[src/rtl/seq_mult_signed.sv]
// seq_mult_signed: sequential shift-and-add signed multiplier.
// Operands arrive as sign-magnitude or two's complement, selected by mode.
// The core multiplies unsigned magnitudes. The product is then presented
// three ways: as a magnitude, as a two's-complement value, and as a sign
// code for the display path.
module seq_mult_signed #(
    parameter int WIDTH      = 8,  // operand width including sign, 4..32
    parameter int EARLY_EXIT = 1   // 1: stop once remaining multiplier bits are zero
) (
    input  logic                 clock,
    input  logic                 reset,
    input  logic                 start,
    input  logic                 mode,
    input  logic [WIDTH-1:0]     multiplier,
    input  logic [WIDTH-1:0]     multiplicand,
    output logic                 busy,
    output logic                 done,
    output logic [2*WIDTH-1:0]   result_mag,
    output logic                 result_neg,
    output logic [2*WIDTH-1:0]   result_tc,
    output logic [3:0]           sign
);

    localparam int CW = $clog2(WIDTH + 1);

    typedef enum logic [1:0] {
        S_IDLE = 2'd0,
        S_RUN  = 2'd1,
        S_DONE = 2'd2
    } state_t;

    state_t               state_q, state_d;
    logic [WIDTH-1:0]     mplr_q, mplr_d;
    logic [2*WIDTH-1:0]   mcand_q, mcand_d;
    logic [2*WIDTH-1:0]   acc_q, acc_d;
    logic [CW-1:0]        cnt_q, cnt_d;
    logic                 neg_pend_q, neg_pend_d;
    logic [2*WIDTH-1:0]   res_mag_q, res_mag_d;
    logic                 res_neg_q, res_neg_d;
    logic [2*WIDTH-1:0]   res_tc_q, res_tc_d;

    logic                 load;
    logic                 run_last;
    logic [2*WIDTH-1:0]   acc_sum;
    logic                 sum_neg;

    // Unsigned magnitude of an operand in either input format. The most
    // negative two's-complement value maps to 2^(WIDTH-1), which still fits.
    function automatic logic [WIDTH-1:0] magnitude(input logic [WIDTH-1:0] op,
                                                   input logic             tc);
        if (tc) begin
            return op[WIDTH-1] ? (~op + 1'b1) : op;
        end
        return {1'b0, op[WIDTH-2:0]};
    endfunction

    // Shared terms: operand acceptance, last-iteration detect, and the
    // accumulator value this iteration produces (also the final product).
    always_comb begin
        load     = start && (state_q == S_IDLE || state_q == S_DONE);
        run_last = ((EARLY_EXIT != 0) && ((mplr_q >> 1) == '0))
                   || (cnt_q == CW'(WIDTH - 1));
        acc_sum  = mplr_q[0] ? (acc_q + mcand_q) : acc_q;
        // A zero product is never reported as negative ("-0" is suppressed).
        sum_neg  = neg_pend_q && (acc_sum != '0);
    end

    // State register.
    always_ff @(posedge clock) begin
        // NOTE: reset is synchronous, so it is tested inside the clocked block
        // and wins over every other condition, including an operation mid-RUN.
        if (reset) begin
            state_q <= S_IDLE;
        end else begin
            state_q <= state_d;
        end
    end

    // Next-state logic.
    always_comb begin
        // NOTE: every variable assigned here gets a default first; a path
        // that left one unassigned would infer a latch.
        state_d = state_q;
        unique case (state_q)
            S_IDLE:  if (load) state_d = S_RUN;
            S_RUN:   if (run_last) state_d = S_DONE;
            S_DONE:  state_d = load ? S_RUN : S_IDLE;
            default: state_d = S_IDLE;
        endcase
    end

    // Datapath next-state: operand capture, one shift-and-add step per
    // RUN cycle, and result capture on the final step.
    always_comb begin
        mplr_d     = mplr_q;
        mcand_d    = mcand_q;
        acc_d      = acc_q;
        cnt_d      = cnt_q;
        neg_pend_d = neg_pend_q;
        res_mag_d  = res_mag_q;
        res_neg_d  = res_neg_q;
        res_tc_d   = res_tc_q;

        if (load) begin
            mplr_d     = magnitude(multiplier, mode);
            mcand_d    = {{WIDTH{1'b0}}, magnitude(multiplicand, mode)};
            acc_d      = '0;
            cnt_d      = '0;
            neg_pend_d = multiplier[WIDTH-1] ^ multiplicand[WIDTH-1];
        end else if (state_q == S_RUN) begin
            acc_d   = acc_sum;
            mplr_d  = mplr_q >> 1;
            mcand_d = mcand_q << 1;
            cnt_d   = cnt_q + 1'b1;
            if (run_last) begin
                res_mag_d = acc_sum;
                res_neg_d = sum_neg;
                res_tc_d  = sum_neg ? (~acc_sum + 1'b1) : acc_sum;
            end
        end
    end

    // Datapath registers.
    always_ff @(posedge clock) begin
        // NOTE: sequential state uses non-blocking assignments only, so every
        // register samples the pre-edge values regardless of statement order.
        if (reset) begin
            // NOTE: the working registers are cleared as well as the visible
            // results, so an abandoned operation leaves no residue behind.
            mplr_q     <= '0;
            mcand_q    <= '0;
            acc_q      <= '0;
            cnt_q      <= '0;
            neg_pend_q <= 1'b0;
            res_mag_q  <= '0;
            res_neg_q  <= 1'b0;
            res_tc_q   <= '0;
        end else begin
            mplr_q     <= mplr_d;
            mcand_q    <= mcand_d;
            acc_q      <= acc_d;
            cnt_q      <= cnt_d;
            neg_pend_q <= neg_pend_d;
            res_mag_q  <= res_mag_d;
            res_neg_q  <= res_neg_d;
            res_tc_q   <= res_tc_d;
        end
    end

    // Outputs: handshake decoded from state, results straight from registers.
    always_comb begin
        busy       = (state_q == S_RUN);
        done       = (state_q == S_DONE);
        result_mag = res_mag_q;
        result_neg = res_neg_q;
        result_tc  = res_tc_q;
        sign       = res_neg_q ? 4'b1010 : 4'b0000;
    end

endmodule

[config.mk]
export PLATFORM = sky130hd
export DESIGN_NAME = seq_mult_signed
export DESIGN_NICKNAME = d
export VERILOG_FILES = /design/src/rtl/seq_mult_signed.sv
export SDC_FILE = /design/constraint.sdc
export NUM_CORES = 1
export LEC_CHECK = 0
export CELL_PAD_IN_SITES_DETAIL_PLACEMENT = 1
export CELL_PAD_IN_SITES_GLOBAL_PLACEMENT = 2
export CORE_MARGIN = 5
export CORE_UTILIZATION = 33
export CTS_CLUSTER_DIAMETER = 120
export DETAILED_ROUTE_END_ITERATION = 10
export GPL_TIMING_DRIVEN = 0
export PLACE_DENSITY_LB_ADDON = 0.1
export SYNTH_ARGS = -nofsm -noshare
export SYNTH_HDL_FRONTEND = slang
export SYNTH_SLANG_ARGS = --single-unit
[constraint.sdc]
create_clock -name clock -period 3.8 [get_ports clock]
set_input_delay 0.57 -clock clock [delete_from_list [all_inputs] [get_ports clock]]
set_output_delay 0.57 -clock clock [all_outputs]
set_load 0.05 [all_outputs]
# Yosys cells after proc, flatten, opt, wreduce, memory -nomap -nowiden
# Index checks and enable logic that the tools add are counted.
# totals
reg_bits,80
in_bits,20
out_inout_bits,39
# classes
addsub,5
n_eq_ne,5
muxes,19
n_bitwise,5
reduce_logical,11
# ops
op,count
2-to-1 mux 8 bit,10
2-to-1 mux 16 bit,2
adder 16 x 1 -> 16 bit (second input constant),1
adder 16 bit,1
adder 8 x 1 -> 8 bit (second input constant),2
inverter 16 bit,1
inverter 8 bit,2
nonzero test 16 bit,1
logical NOT 8 bit,1
one-hot mux 2 bit (3 select lines),1
adder 4 x 1 -> 4 bit (second input constant),1
== test 4 x 3 -> 1 bit (second input constant),1
2-to-1 mux 2 bit,2
2-to-1 mux 4 bit,1
2-to-1 mux 1 bit,3
AND reduction 3 bit,1
== test 2 x 1 -> 1 bit (second input constant),1
== test 2 bit (second input constant),1
logical AND 1 bit,2
logical NOT 2 bit,1
logical OR 1 bit,2
inequality test 2 x 1 -> 1 bit (second input constant),1
inequality test 2 bit (second input constant),1
AND reduction 2 bit,1
other kinds (4),4

# Depth between registers and ports, before layout
# depth
word_depth,6
ltp_mapped,12

# Worst setup path before layout
# No wires, ideal clock.
# synth_path
path_kind,register to register
startpoint,register mcand_q[0]
endpoint,"register res_tc_q[5], in the netlist result_tc[5]"
setup_ps,135
arrival_ps,2792
required_time_ps,3665
slack_ps,873
stages_incl_launch_ff,12
n_path_buf,0
cell_sequence,dfxtp_1 -> ha_1 -> fa_1 -> a21o_1 -> a221o_2 -> a311oi_2 -> a221oi_2 -> a2111oi_4 -> o211a_4 -> a41oi_4 -> nand4b_1 -> o311ai_2
# synth_via
elab_chain_cells,5
word_cells_on_any_way,7
classes_between,add/sub: 2; mux: 2; bitwise: 1; reduce/logical: 2
# synth_lines
item,line_no,rtl
start: declaration,34,"logic [2*WIDTH-1:0] mcand_q, mcand_d;"
start signal: assignment,140,mcand_q <= mcand_d;
adder 16 bit *,63,acc_sum = mplr_q[0] ? (acc_q + mcand_q) : acc_q;
2-to-1 mux 16 bit *,63,
inverter 16 bit / nonzero test 16 bit (equally long branches),"118, 65",
adder 16 x 1 -> 16 bit / logical AND 1 bit (equally long branches),"118, 65",
2-to-1 mux 16 bit *,118,res_tc_d = sum_neg ? (~acc_sum + 1'b1) : acc_sum;
end signal: assignment,146,res_tc_q <= res_tc_d;
end: declaration,40,"logic [2*WIDTH-1:0] res_tc_q, res_tc_d;"
# Mark *: on every way between the ends. The rest lies on a longest branch, timed or not.
# A chain may end at the register's enable or synchronous reset.

# Worst setup path in the final report
# layout_path
startpoint,register mcand_q[0]
endpoint,"register res_tc_q[1], in the netlist result_tc[1]"
# Same word-level chain as after synthesis.

==> flow_metrics.py <==
metrics = {
    "status": {
        "status": "finished, final reports clean",
    },
    "floorplan": {
        "fp.dieW_microns": 130,
        "die_y_microns": 130,
        "start_util": 0.333,
        "rows": 44,
        "ios": 59,
        "core_sq_mm": 0.0144,
        "die_area_sq_mm": 0.0170,
    },
    "cts": {
        "postCtsHoldBufs": 0,
        "cts_sinks": 79,
        "cts_buffer_depth": 2,
        "cts-root-buf": "clkbuf_16",
        "postCtsSetupRepairBufs": 0,
        "cts_buffers": 9,
        "cts_tree": "built",
        "htree_levels": 3,
        "clock_latency_ps": 350,
        "cts_resized": 0,
        "clk_pin_slew_worst_paths_ps": 70,
    },
    "sta": {
        "tightest_slew_ps": 867,
        "holdWs_ps": 457,
        "setup_viol": 0,
        "timing.final.crit_share": 0.923,
        "setup_tns_ps": 0,
        "maxSlewHeadroom": 0.422,
        "period_needed_ps": 3510,
        "drv_slew": 0,
        "finClkSkew_ps": 12.3,
        "grt_setup_unrepaired": "no",
        "hold_viol_final": 0,
        "max_freq_mhz": 285,
    },
    "setup_path": {
        "start_kind": "register",
        "end_kind": "register",
        "crit_fanout": 9,
        "r2r_cells": 10,
        "crit_required_ps": 4020,
        "crit_arrival_ps": 3730,
        "critical_path_class": "register to register",
    },
    "final_layout": {
        "area_delta_synth_final_pct": 22.3,
        "drive_above_1_share": 0.0789,
        "multiInputGateArea_sq_mm": 0.00297,
        "diodes": 0,
        "fin_util": 0.407,
        "ff_latch_area_sq_mm": 0.00158,
        "finalNetCount": 707,
        "n_fill_cell": 1744,
    },
    "global_routing": {
        "antenna_found_initial": 0,
        "grt_pass1_wl_microns": 26300,
        "track_usage": 0.200,
        "grt_pass1_vias": 4847,
        "grt_overflow": 0,
        "grt_start_max_net_pins": 16,
    },
    "synthesis": {
        "syn_inst": 600,
        "ys_warn_count": 0,
        "syn_avg_cell_area_sq_um": 7.97,
        "ys_async_sr_fraction": 0,
        "synth_area_leaders": "dfxtp_1 (33%), nor2_1 (6.8%), nand2_1 (6.7%)",
        "synth_edf_count": 0,
        "synth_ff_type": "dfxtp_1",
        "ys_types": 74,
        "synth-seq-cells": 79,
        "synth_top_cell_by_area": "dfxtp_1",
        "synth_area_sq_mm": 0.00478,
        "yosysSeqAreaShare": 0.331,
        "synth.top_cell.area_share": 0.331,
    },
    "placement": {
        "dp_hpwl_microns": 12700,
        "port_buffers": 55,
        "finalWeightedCongestion": 0.868,
    },
    "drt": {
        "wl_per_cell_microns": 19.1,
        "wirelength_microns": 16300,
        "routed_via_density": 5.51,
        "dr.pass1.iters": 4,
        "ant_nets": 0,
        "drcViolationCount": 0,
        "drt-initial-drc-count": 212,
        "vias": 4718,
    },
    "job": {
        "drv_cap": 0,
    },
    "power": {
        "p_leak_nw": 2.12,
        "power.density_mw_per_mm2": 413,
        "max-vdd-ir-drop_uv": 261,
        "p_total_w": 0.00242,
    },
    "hold_path": {
        "min_path_cells": 2,
        "hold_path.class": "register to register",
    },
}
[final cells by class]
class / count / share of cell area
clock buffer: 9 / 0.0385
clock inverter: 7 / 0.00942
buffer: 41 / 0.0327
multi-input combinational: 471 / 0.509
tap: 184 / 0.0394
timing repair buffer: 55 / 0.0942
sequential: 79 / 0.271
inverter: 10 / 0.00642
[synth_stat cells (all sizes together) (4+ instances only)]
library cell / number
a211oi: 34
a21o: 8
a21oi: 49
a221oi: 6
a311oi: 14
a31oi: 9
and2: 5
and3: 12
buf: 13
clkbuf: 28
dfxtp: 79
ha: 19
inv: 9
mux2i: 9
nand2: 85
nand2b: 6
nand3: 12
nand4: 6
nor2: 87
nor3: 13
o21ai: 14
o311ai: 5
or3: 4
xnor2: 5
xor2: 18
[final timing paths]
kind	from	to	slack, ps
hold / removal	result_tc[6]	result_tc[6]	460
setup reg to reg	mcand_q[0]	result_tc[1]	290
hold reg to reg	result_tc[6]	result_tc[6]	460
setup / recovery	mcand_q[0]	result_tc[1]	290
[stage by stage]
| step | setup WS, ps | std cells | area (sq um) |
|---|---|---|---|
| floorplan | 873 | 601 | 4780 |
| global placement | 335 | 840 | 5570 |
| detailed placement | 280 | 840 | 5570 |
| CTS | 259 | 856 | 5850 |
| global route | 132 | 856 | 5850 |
| finish | 292 | 856 | 5850 |
[where the power goes]
part / switching [W] / internal [W] / leakage [nW] / total (W)
logic: 0.000436 / 0.000219 / 1.34 / 0.000654
clock network: 0.000398 / 0.000450 / 0.133 / 0.000848
registers: 0.0000378 / 0.000876 / 0.643 / 0.000914
total: 0.000871 / 0.00154 / 2.12 / 0.00242
[placed cells by master (no fill, tap or decap), drive strengths merged, types with 3 or more instances in the layout]
cell	netlist	routed
nor2b	3	3
clkinv	1	3
o21ai	14	14
a31oi	9	9
nor4b	3	3
a21oi	49	49
and3	12	12
clkbuf	28	37
xnor2	5	5
a21o	8	8
nand2	85	85
nand3	12	12
o311ai	5	5
inv	9	12
and2	5	5
o21a	3	3
mux2i	9	9
or2	3	3
nand4	6	6
clkdlybuf4s50	0	55
nor3	13	13
nand3b	3	3
or3	4	4
a221oi	6	6
buf	13	13
nor4	3	3
nand2b	6	6
dfxtp	79	79
a211oi	34	34
a311oi	14	14
xor2	18	18
ha	19	19
nor2	87	87
[layer usage]
layer | wire length (microns) | vias up | global-route usage | part of all wire
met4 | 271 | 0 | 0.0593 | 0.017
met5 | 0 | - | 0 | 0
li1 | - | 2319 | - | -
met1 | 7410 | 2303 | 0.254 | 0.45
met3 | 465 | 18 | 0.0291 | 0.028
met2 | 8180 | 78 | 0.352 | 0.50
[critical path, stage by stage, from the launching register on]
cell and delay, ps:
dfxtp_1 330, ha_1 260, fa_1 430, a21o_1 220
a21o_1 190, a221oi_1 730, nand3_1 340, nor2_4 310
nand4_1 250, mux2i_1 240, a21oi_1 80
[sequential cells by signal, indices dropped and copies added, names as in the netlist]
| name | cells |
|---|---|
| cnt_q | 4 |
| result_mag | 16 |
| mcand_q | 16 |
| state_q | 2 |
| result_tc | 15 |
| mplr_q | 8 |
| acc_q | 16 |
| neg_pend_q | 1 |
| result_neg | 1 |
[logic make-up (layout without fill, tap and decap cells)]
logic type,Yosys count,in the layout,share of synthesized area
other,1,2,0.000784
muxes,9,9,0.0215
AOI/OAI and AO/OA,167,167,0.267
adders and majority gates,20,20,0.0539
and+or+nand+nor,250,250,0.236
xor gates and xnor gates,23,23,0.0421
buffers and inverters,51,122,0.0479
DFF,79,79,0.331
(Power assumes the default switching activity.)
